`src/rtl/dm_port_arbiter.sv`:
```
// rtl/dm_port_arbiter.sv - data-memory port arbiter between the M stage and a DMA requester
module dm_port_arbiter #(
    parameter int MAX_DMA_BURST = 4,
    parameter int STARVE_LIMIT  = 8
) (
    input  logic        clk,
    input  logic        reset,
    input  logic        cpu_req,
    input  logic        cpu_we,
    input  logic [31:0] cpu_addr,
    input  logic [31:0] cpu_wdata,
    input  logic [3:0]  cpu_byteen,
    output logic        cpu_gnt,
    output logic        cpu_stall,
    output logic [31:0] cpu_rdata,
    input  logic        dma_req,
    input  logic        dma_we,
    input  logic        dma_last,
    input  logic [31:0] dma_addr,
    input  logic [31:0] dma_wdata,
    input  logic [3:0]  dma_byteen,
    output logic        dma_gnt,
    output logic [31:0] dma_rdata,
    output logic [31:0] m_data_addr,
    output logic [31:0] m_data_wdata,
    output logic [3:0]  m_data_byteen,
    input  logic [31:0] m_data_rdata,
    output logic        owner
);

    localparam int SW = $clog2(STARVE_LIMIT + 1);
    localparam int BW = $clog2(MAX_DMA_BURST + 1);
    localparam logic [SW-1:0] STARVE_MAX = SW'(STARVE_LIMIT);
    localparam logic [BW-1:0] BURST_MAX  = BW'(MAX_DMA_BURST);

    typedef enum logic {
        CPU_OWN   = 1'b0,
        DMA_BURST = 1'b1
    } state_t;

    state_t        state, state_n;
    logic [SW-1:0] starve_cnt, starve_n;
    logic [BW-1:0] burst_cnt, burst_n, burst_inc;
    logic          cpu_win, dma_win, force_dma;

    assign burst_inc = burst_cnt + 1'b1;
    assign force_dma = dma_req && (starve_cnt == STARVE_MAX);

    // State and counters; reset abandons any burst in progress
    always_ff @(posedge clk or posedge reset) begin
        if (reset) begin
            state      <= CPU_OWN;
            starve_cnt <= '0;
            burst_cnt  <= '0;
        end else begin
            state      <= state_n;
            starve_cnt <= starve_n;
            burst_cnt  <= burst_n;
        end
    end

    // Grant decision; an abandoned burst (dma_req low) arbitrates as CPU_OWN
    always_comb begin
        cpu_win = 1'b0;
        dma_win = 1'b0;
        if (state == DMA_BURST && dma_req) begin
            dma_win = 1'b1;
        end else if (cpu_req && !force_dma) begin
            cpu_win = 1'b1;
        end else if (dma_req) begin
            dma_win = 1'b1;
        end
    end

    // Next state and counter updates
    always_comb begin
        state_n  = CPU_OWN;
        starve_n = starve_cnt;
        burst_n  = '0;
        if (state == DMA_BURST && dma_req) begin
            if (dma_last || burst_inc == BURST_MAX) begin
                state_n = CPU_OWN;
                burst_n = '0;
            end else begin
                state_n = DMA_BURST;
                burst_n = burst_inc;
            end
        end else if (cpu_win) begin
            if (dma_req) begin
                starve_n = (starve_cnt == STARVE_MAX) ? starve_cnt : starve_cnt + 1'b1;
            end else begin
                starve_n = '0;
            end
        end else if (dma_win) begin
            starve_n = '0;
            if (dma_last || MAX_DMA_BURST == 1) begin
                state_n = CPU_OWN;
            end else begin
                state_n = DMA_BURST;
                burst_n = BW'(1);
            end
        end else begin
            starve_n = '0;
        end
    end

    // Port mux and grant outputs, all forced idle while reset is held
    always_comb begin
        cpu_gnt       = cpu_win && !reset;
        dma_gnt       = dma_win && !reset;
        cpu_stall     = cpu_req && !cpu_gnt && !reset;
        m_data_addr   = '0;
        m_data_wdata  = '0;
        m_data_byteen = '0;
        if (cpu_gnt) begin
            m_data_addr   = cpu_addr;
            m_data_wdata  = cpu_wdata;
            m_data_byteen = cpu_we ? cpu_byteen : 4'b0000;
        end else if (dma_gnt) begin
            m_data_addr   = dma_addr;
            m_data_wdata  = dma_wdata;
            m_data_byteen = dma_we ? dma_byteen : 4'b0000;
        end
    end

    assign cpu_rdata = m_data_rdata;
    assign dma_rdata = m_data_rdata;
    assign owner     = state;

endmodule

```
`config.mk`:
```
export PLATFORM = sky130hd
export DESIGN_NAME = dm_port_arbiter
export DESIGN_NICKNAME = d
export VERILOG_FILES = /design/src/rtl/dm_port_arbiter.sv
export SDC_FILE = /design/constraint.sdc
export NUM_CORES = 1
export LEC_CHECK = 0
export CAP_MARGIN = 20
export CELL_PAD_IN_SITES_DETAIL_PLACEMENT = 2
export CELL_PAD_IN_SITES_GLOBAL_PLACEMENT = 2
export CORE_AREA = 2 2 121 123
export CTS_CLUSTER_DIAMETER = 200
export CTS_CLUSTER_SIZE = 24
export DETAILED_ROUTE_END_ITERATION = 6
export DIE_AREA = 0 0 123 125
export DONT_BUFFER_PORTS = 1
export PLACE_DENSITY_LB_ADDON = 0.08
export SYNTH_ARGS = -nofsm -noshare
export SYNTH_HDL_FRONTEND = slang
export SYNTH_SLANG_ARGS = --single-unit
```
`constraint.sdc`:
```
create_clock -name clk -period 3.8 [get_ports clk]
set_input_delay 0.57 -clock clk [delete_from_list [all_inputs] [get_ports clk]]
set_output_delay 0.57 -clock clk [all_outputs]
set_load 0.03 [all_outputs]
```
# == After elaboration in Yosys (flattened, before gate mapping) ==
# Index checks and enable logic that the tools add are counted.
# totals
ff_bits,8
latch_bits,0
ramBits,0
mem_bits_ro,0
in_bits,175
output_inout_bits,136
n_memories,0
# op_classes
addsub,2
mul,0
div_mod_pow,0
magnitude_cmp,0
eq_ne,3
shifts,0
n_mux,26
bitwise_logic,1
reduce_logical,12
# op_table
operator,n
2-to-1 mux 32 bit,4
2-to-1 mux 4 bit,7
2-to-1 mux 1 bit,13
logical AND 1 bit,7
2-to-1 mux 3 bit,2
"adder 4 x 1 -> 4 bit, second input constant",1
"== test 4 bit, second input constant",1
"adder 3 x 1 -> 3 bit, second input constant",1
"== test 3 bit, second input constant",1
zero test 1 bit,3
"!= test 3 bit, second input constant",1
AND reduction 2 bit,1
logical OR 1 bit,1
NOT 1 bit,1

# == Logic depth before layout (Yosys ltp) ==
# Gate-level depths: netlist (run 1).
# logic_depth
ltp_word,10
depth_mapped,7

# == Worst setup path after synthesis (run 1) ==
# Ideal clock, no wire load.
# synth_path
path_type,in2out
from,input port dma_req
to,output port m_data_addr[22]
t_arrival_ns,1.831
slack_ns,1.399
stages,6
path_cell_list,buf_2 -> a21boi_1 -> buf_4 -> buf_4 -> nand3_1 -> a21oi_1
# synth_via
elab_chain_cells,8
# synth_lines
element,line,text
start: declaration,16,"input logic dma_req,"
logical AND 1 bit,47,assign force_dma = dma_req && (starve_cnt == STARVE_MAX);
zero test 1 bit,68,end else if (cpu_req && !force_dma) begin
logical AND 1 bit,68,
2-to-1 mux 1 bit,68,
2-to-1 mux 1 bit,66,if (state == DMA_BURST && dma_req) begin
logical AND 1 bit,110,dma_gnt = dma_win && !reset;
2-to-1 mux 32 bit,119,end else if (dma_gnt) begin
2-to-1 mux 32 bit (*),115,if (cpu_gnt) begin
end: declaration,24,"output logic [31:0] m_data_addr,"
# Every way passes the cells marked *; elsewhere a longest branch is shown, timed or not.

# == Worst setup path in the final report (run 1) ==
# layout_path
from,register state (netlist: owner)
to,output port m_data_wdata[27]
# layout_via
elab_chain_cells,5
# layout_lines
element,line,text
start: declaration,41,"state_t state, state_n;"
start signal: assignment,56,state <= state_n;
logical AND 1 bit (*),66,
2-to-1 mux 1 bit,66,
logical AND 1 bit,110,
2-to-1 mux 32 bit,119,
2-to-1 mux 32 bit (*),115,
end: declaration,25,"output logic [31:0] m_data_wdata,"
# Marked as above.

==> results_dict.tcl, run 1 <==
set metrics [dict create \
    post_layout_nonfiller_instances 441 \
    design.die.area_um2 15400 \
    layout.core_utilization 0.144 \
    port_buffer_count 0 \
    numClockSinks 8 \
    worst_hold_path_type "primary input to asynchronous set/reset pin" \
    grt_first_pass_wirelength_mm 14.6 \
    grt_setup_unrepaired "no" \
    globalplace.congestion 0.657 \
    criticalPathCategory "register to primary output" \
    maxClockFrequency_ghz 0.315 \
    postCtsHoldBufs 0 \
    vdd_drop_max_v 0.000101 \
    postSynthNetCount 535 \
    ys_seq_area_frac 0.0845 \
    die_height_um 125 \
    numCtsBuffers 3 \
    timing.critical_path.arrival_ns 2.61 \
    max-slew-margin-rel 0.461 \
    yosysUniqueCellTypes 33 \
    drtIter0Drc 115 \
    grt_start_max_net_pins 73 \
    reg2reg_from "owner$_DFF_PP0_" \
    cells_resized_by_post_cts_repair 0 \
    worstSkewPairLatency_ns 0.24 \
    clock_period_minus_worst_slack_ns 3.18 \
    start_util 0.167 \
    pin_count 311 \
    cts_tree "built" \
    hpwlAfterDp_mm 7.08 \
    ctsRootBufferMaster "clkbuf_16" \
    final_antenna_net_count 0 \
    first_global_vias 2560 \
    route.detailed.vias_per_inst 5.50 \
    setup.reg_to_reg.worst_slack_ns 1.73 \
    max_cap_violations 0 \
    fp.dieW_um 123 \
    route.detailed.drc 0 \
    grt_remaining_overflow 0 \
    seq_cell_area_um2 200 \
    cts.clk_slew.worst_paths_ns 0.04 \
    placeableCoreArea_um2 14200 \
    setup-tns-final_ns 0 \
    cts_setup_buffers 0 \
    worstSetupEndpointType "primary output" \
    worst-slew-pin-transition_ns 0.809 \
    clockBufferDepth 2 \
    ys_seq_elements 8 \
    antenna_found_initial 0 \
    setup_violations 0 \
    outcome "completed" \
    dr_total_vias 2425 \
    worstSetupStartpointType "register" \
    final-hold-violation-count 0 \
    crit_path_max_fanout 68 \
    critical_path.reg2reg.endpoint "owner$_DFF_PP0_" \
    power.static_leakage_nw 0.594 \
    diodes 0 \
    routed_wirelength_mm 10.0 \
    worst-endpoint-required_ns 3.23 \
    cellPowerDensity_nw_per_um2 244 \
    drive_above_1_share 0.0506 \
    syn_area_cell_um2 6.66 \
    slew_violations 0 \
    finalCritPeriodShare 0.836 \
    power_uw 498 \
    worst_clock_skew_ns 0.00449 \
    drt_pre_antenna_iters 4 \
    area.growth.synth_to_final_pct -13.9 \
    num-fill-cells 1741 \
    ff2ff_path_depth 3 \
    synth_warnings 0 \
    wl_per_cell_um 22.7 \
    post_synth_inst_count 356 \
    gr-usage-all-layers 0.118 \
    final_net_count 438 \
    multi_input_area_um2 1450 \
    netlist_area_um2 2370 \
    cts_htree_levels 1 \
    placed_cells 438 \
    row_count 44 \
]
==> sequential cells by signal, indices dropped and copies added (netlist names) <==
register,flops
starve_cnt,4
burst_cnt,3
owner,1
==> worst max-delay path, stage by stage (launching register included) <==
cell and delay [ns]:
dfrtp_1 0.77, nand2b_4 0.78, o211ai_1 0.18, a21oi_1 0.62
==> power breakdown <==
group / internal (mW) / switching [mW] / leakage (nW) / total, mW
combinational: 0.0504 / 0.171 / 0.447 / 0.221
clock: 0.136 / 0.0476 / 0.0370 / 0.184
sequential: 0.0878 / 0.00508 / 0.110 / 0.0929
total: 0.275 / 0.223 / 0.594 / 0.498
==> metal layers <==
| layer | routed length, um | GRT usage | vias up | share of wire |
|---|---|---|---|---|
| met3 | 918 | 0.0242 | 26 | 0.092 |
| met2 | 4870 | 0.209 | 165 | 0.49 |
| met1 | 4000 | 0.139 | 1167 | 0.40 |
| met5 | 0 | 0 | - | 0 |
| met4 | 229 | 0.0388 | 0 | 0.023 |
| li1 | - | - | 1067 | - |
==> cells by family (layout without fill, tap and decap cells) <==
logic type / after synthesis / count (layout) / synth area share
buffers and inverters: 115 / 16 / 0.310
DFF: 8 / 8 / 0.0845
xor gates and xnor gates: 1 / 1 / 0.00370
AOI/OAI and AO/OA: 145 / 145 / 0.395
and+or+nand+nor: 83 / 83 / 0.186
adders and majority gates: 4 / 4 / 0.0211
==> synthesized netlist by cell type <==
cell,n,share of area
buf_2,17,0.036
a2111o_1,1,0.0048
o2111ai_1,1,0.0037
inv_1,6,0.0095
and3b_1,1,0.0037
nor2b_1,3,0.0079
a21oi_1,67,0.14
a32oi_1,1,0.0037
xor2_1,1,0.0037
nand2_1,2,0.0032
o31ai_1,1,0.0032
o21ai_0,2,0.0042
nand2b_4,1,0.0058
nor3_1,1,0.0021
a31oi_1,1,0.0026
clkbuf_1,19,0.030
nand3_1,67,0.14
buf_6,3,0.014
nor2_1,2,0.0032
a32o_1,4,0.017
buf_1,1,0.0016
o2111a_1,1,0.0048
dfrtp_1,8,0.084
and2_1,2,0.0053
a21boi_1,1,0.0032
and3_1,1,0.0026
o211ai_1,64,0.20
nand2b_1,1,0.0026
and4b_1,1,0.0042
buf_4,69,0.22
o311ai_0,1,0.0037
nand4b_1,1,0.0037
ha_1,4,0.021
==> layout by cell type, fill, tap and decap left out, types with 2 or more instances in the layout <==
cell type   n
a21oi_1    67
inv_1       6
dfrtp_1     8
nor2b_1     3
o21ai_0     2
ha_1        4
o211ai_1   64
nor2_1      2
clkbuf_16   3
nand3_1    67
nand2_1     2
and2_1      2
a32o_1      4
buf_4       6
==> per-stage QoR <==
stage / cell area (um2) / hold slack (ns) / setup slack (ns)
floorplan: 2370 / 0.399 / 1.40
global placement: 1970 / 0.508 / 0.860
detailed placement: 1970 / 0.493 / 0.855
CTS: 2040 / 0.257 / 0.586
global route: 2040 / 0.273 / 0.461
finish: 2040 / 0.246 / 0.622
==> cell type report <==
| cell class | count | area share |
|---|---|---|
| Multi-Input combinational cell | 233 | 0.709 |
| Timing Repair Buffer | 7 | 0.0319 |
| Clock buffer | 3 | 0.0368 |
| Sequential cell | 8 | 0.0981 |
| Tap cell | 184 | 0.113 |
| Inverter | 6 | 0.0110 |
==> how the worst max path moves through the flow <==
stage | end | startpoint | cells past startpoint
3_5_place_dp | m_data_wdata[28] | owner$_DFF_PP0_ | 3
5_1_grt | m_data_wdata[28] | owner$_DFF_PP0_ | 3
6_report | m_data_wdata[27] | owner$_DFF_PP0_ | 3
3_3_place_gp | m_data_wdata[28] | owner$_DFF_PP0_ | 3
4_1_cts | m_data_wdata[28] | owner$_DFF_PP0_ | 3
2_1_floorplan | m_data_addr[22] | dma_req | 6
Power figures use the tool's default switching activity.
==> inputs of run 2 (changes only) <==
CORE_AREA = 2 2 122 124   (was 2 2 121 123)
DIE_AREA = 0 0 124 126   (was 0 0 123 125)
clock period = 3.14 ns   (was 3.8 ns; I/O delays follow)
==> run 2 against run 1 <==
Non-clock buffer count grew 70. First-iteration DRC count fell by 31%. Utilization increased by 3.7 points. Final cell count increased by 16%. Critical path depth rose by 2. Cell area rose by 27%. Total power rose by 36%. Largest cell class unchanged. Largest power group unchanged. Highest routed layer unchanged.
==> results_dict.tcl, run 2 (synthesis gave the netlist of run 1 again) <==
set metrics [dict create \
    final_area_um2 2590 \
    final_net_count 508 \
    commonest_non_fill_non_tap_cell_in_the_layout "buf_4" \
    worst_clock_skew_ns 0.00118 \
    ctsRootBufferMaster "clkbuf_16" \
    cells_resized_by_post_cts_repair 0 \
    setup.reg_to_reg.worst_slack_ns 1.36 \
    power.static_leakage_nw 0.966 \
    fraction_of_power_consumed_by_combinational_cells 0.516 \
    worst_hold_path_type "primary input to asynchronous set/reset pin" \
    hpwlAfterDp_mm 8.12 \
    cpPeakStageDelay_ns 0.57 \
    row_count 44 \
    timing.critical_path.arrival_ns 2.21 \
    globalplace.congestion 0.701 \
    final-hold-violation-count 0 \
    slew_violations 0 \
    route.detailed.vias_per_inst 5.27 \
    placed_cells 508 \
    gr-usage-all-layers 0.129 \
    grt_first_pass_wirelength_mm 16.2 \
    postPlaceCellArea_um2 2520 \
    grt_remaining_overflow 0 \
    cellPowerDensity_nw_per_um2 262 \
    post_layout_nonfiller_instances 511 \
    cts_setup_buffers 0 \
    fp.dieW_um 124 \
    setup-tns-final_ns 0 \
    antenna_found_initial 0 \
    route.detailed.drc 0 \
    outcome "completed" \
    drtIter0Drc 79 \
    finalCritPeriodShare 0.855 \
    cts.clk_slew.worst_paths_ns 0.04 \
    area.growth.synth_to_final_pct 9.35 \
    power.share.sequential 0.162 \
    grt_start_max_net_pins 73 \
    power.switching_uw 281 \
    grt_setup_unrepaired "no" \
    clock_period_minus_worst_slack_ns 2.68 \
    worstSkewPairLatency_ns 0.23 \
    path_cells "inv_1 -> ha_1 -> and3b_2 -> o2111a_1 -> a32o_1" \
    largest_register "starve_cnt" \
    design.die.area_um2 15600 \
    cell_type_of_the_slowest_stage_on_the_worst_timing_path "and3b_2" \
    placeableCoreArea_um2 14300 \
    start_util 0.166 \
    final_cell_mix "buf_4 (74), a21oi_1 (67), nand3_1 (67)" \
    vdd_drop_max_v 0.0000842 \
    worst-endpoint-required_ns 2.67 \
    max_cap_violations 0 \
    die_height_um 126 \
    numClockSinks 8 \
    cts_htree_levels 1 \
    power_report.internal_total_uw 399 \
    first_global_vias 2900 \
    worstSetupEndpointType "primary output" \
    postCtsHoldBufs 0 \
    pin_count 311 \
    maxClockFrequency_ghz 0.372 \
    worstSetupStartpointType "register" \
    clk_pwr_share 0.322 \
    worst-slew-pin-transition_ns 0.546 \
    numCtsBuffers 3 \
    final_antenna_net_count 0 \
    wl_per_cell_um 21.3 \
    criticalPathCategory "register to primary output" \
    dr_total_vias 2691 \
    drive_above_1_share 0.254 \
    switching_power_share_of_the_total 0.413 \
    drt_pre_antenna_iters 4 \
    routed_wirelength_mm 10.9 \
    power_uw 680 \
    crit_path_max_fanout 22 \
    max-slew-margin-rel 0.636 \
    setup_violations 0 \
    port_buffer_count 0 \
    largest_register_ffs 4 \
    cts_tree "built" \
    diodes 0 \
    clockBufferDepth 2 \
]
## run 2: changes by cell type in the layout (fill, tap and decap cells not counted), sizes merged
cell,delta
buf,+70
## run 2: metrics by stage
stage	utilization	setup slack, ns	hold slack (ns)
2_1_floorplan	-	0.871	0.300
4_1_cts	0.181	0.412	0.162
3_3_place_gp	0.176	0.658	0.411
5_1_grt	0.181	0.239	0.188
3_5_place_dp	0.176	0.672	0.411
6_report	0.181	0.455	0.163
## run 2: metal layers
layer  wire length (um)  up-vias  GRT usage
met5                  0        -          0
met4                140        0     0.0278
met3               1250       21     0.0394
met2               5300      175      0.229
met1               4180     1289      0.150
li1                   -     1206          -
## run 2: critical path: cells and delay by family, from the launching register on
family	cells	cell delay [ns]
buffers and inverters	1	0.07
AOI/OAI and AO/OA	2	0.73
and+or+nand+nor	1	0.57
DFF	1	0.41
adders and majority gates	1	0.20
## run 2: cell type report
cell class	instances	area, um2
Fill cell	1692	11700
Inverter	6	22.5
Clock buffer	3	75.1
Sequential cell	8	200
Tap cell	184	230
Multi-Input combinational cell	233	1450
Timing Repair Buffer	77	616
## run 2: power by group through the flow
stage	Clock, mW	Combinational [mW]	Sequential [mW]
finish	0.219	0.351	0.110
global route	0.230	0.380	0.111
CTS	0.225	0.356	0.110
detailed placement	0	0.356	0.112
global placement	0	0.354	0.112
floorplan	0	0.418	0.111
## run 2: path summary, 6_finish.rpt
check	start	end	cells past startpoint
setup / recovery	starve_cnt[0]$_DFFE_PP0P_	m_data_byteen[0]	5
hold / removal	reset	starve_cnt[2]$_DFFE_PP0P_	2
setup reg to reg	starve_cnt[0]$_DFFE_PP0P_	owner$_DFF_PP0_	5
hold reg to reg	burst_cnt[0]$_DFF_PP0_	burst_cnt[0]$_DFF_PP0_	1
max in group asynchronous	reset	burst_cnt[2]$_DFF_PP0_	2
min in group clk	dma_req	starve_cnt[0]$_DFFE_PP0P_	2
==> inputs of run 3 (changes only) <==
CTS_CLUSTER_DIAMETER = default   (was 200)
==> results of run 3 <==
Final layout, timing and power as in run 2 (identical DEF).
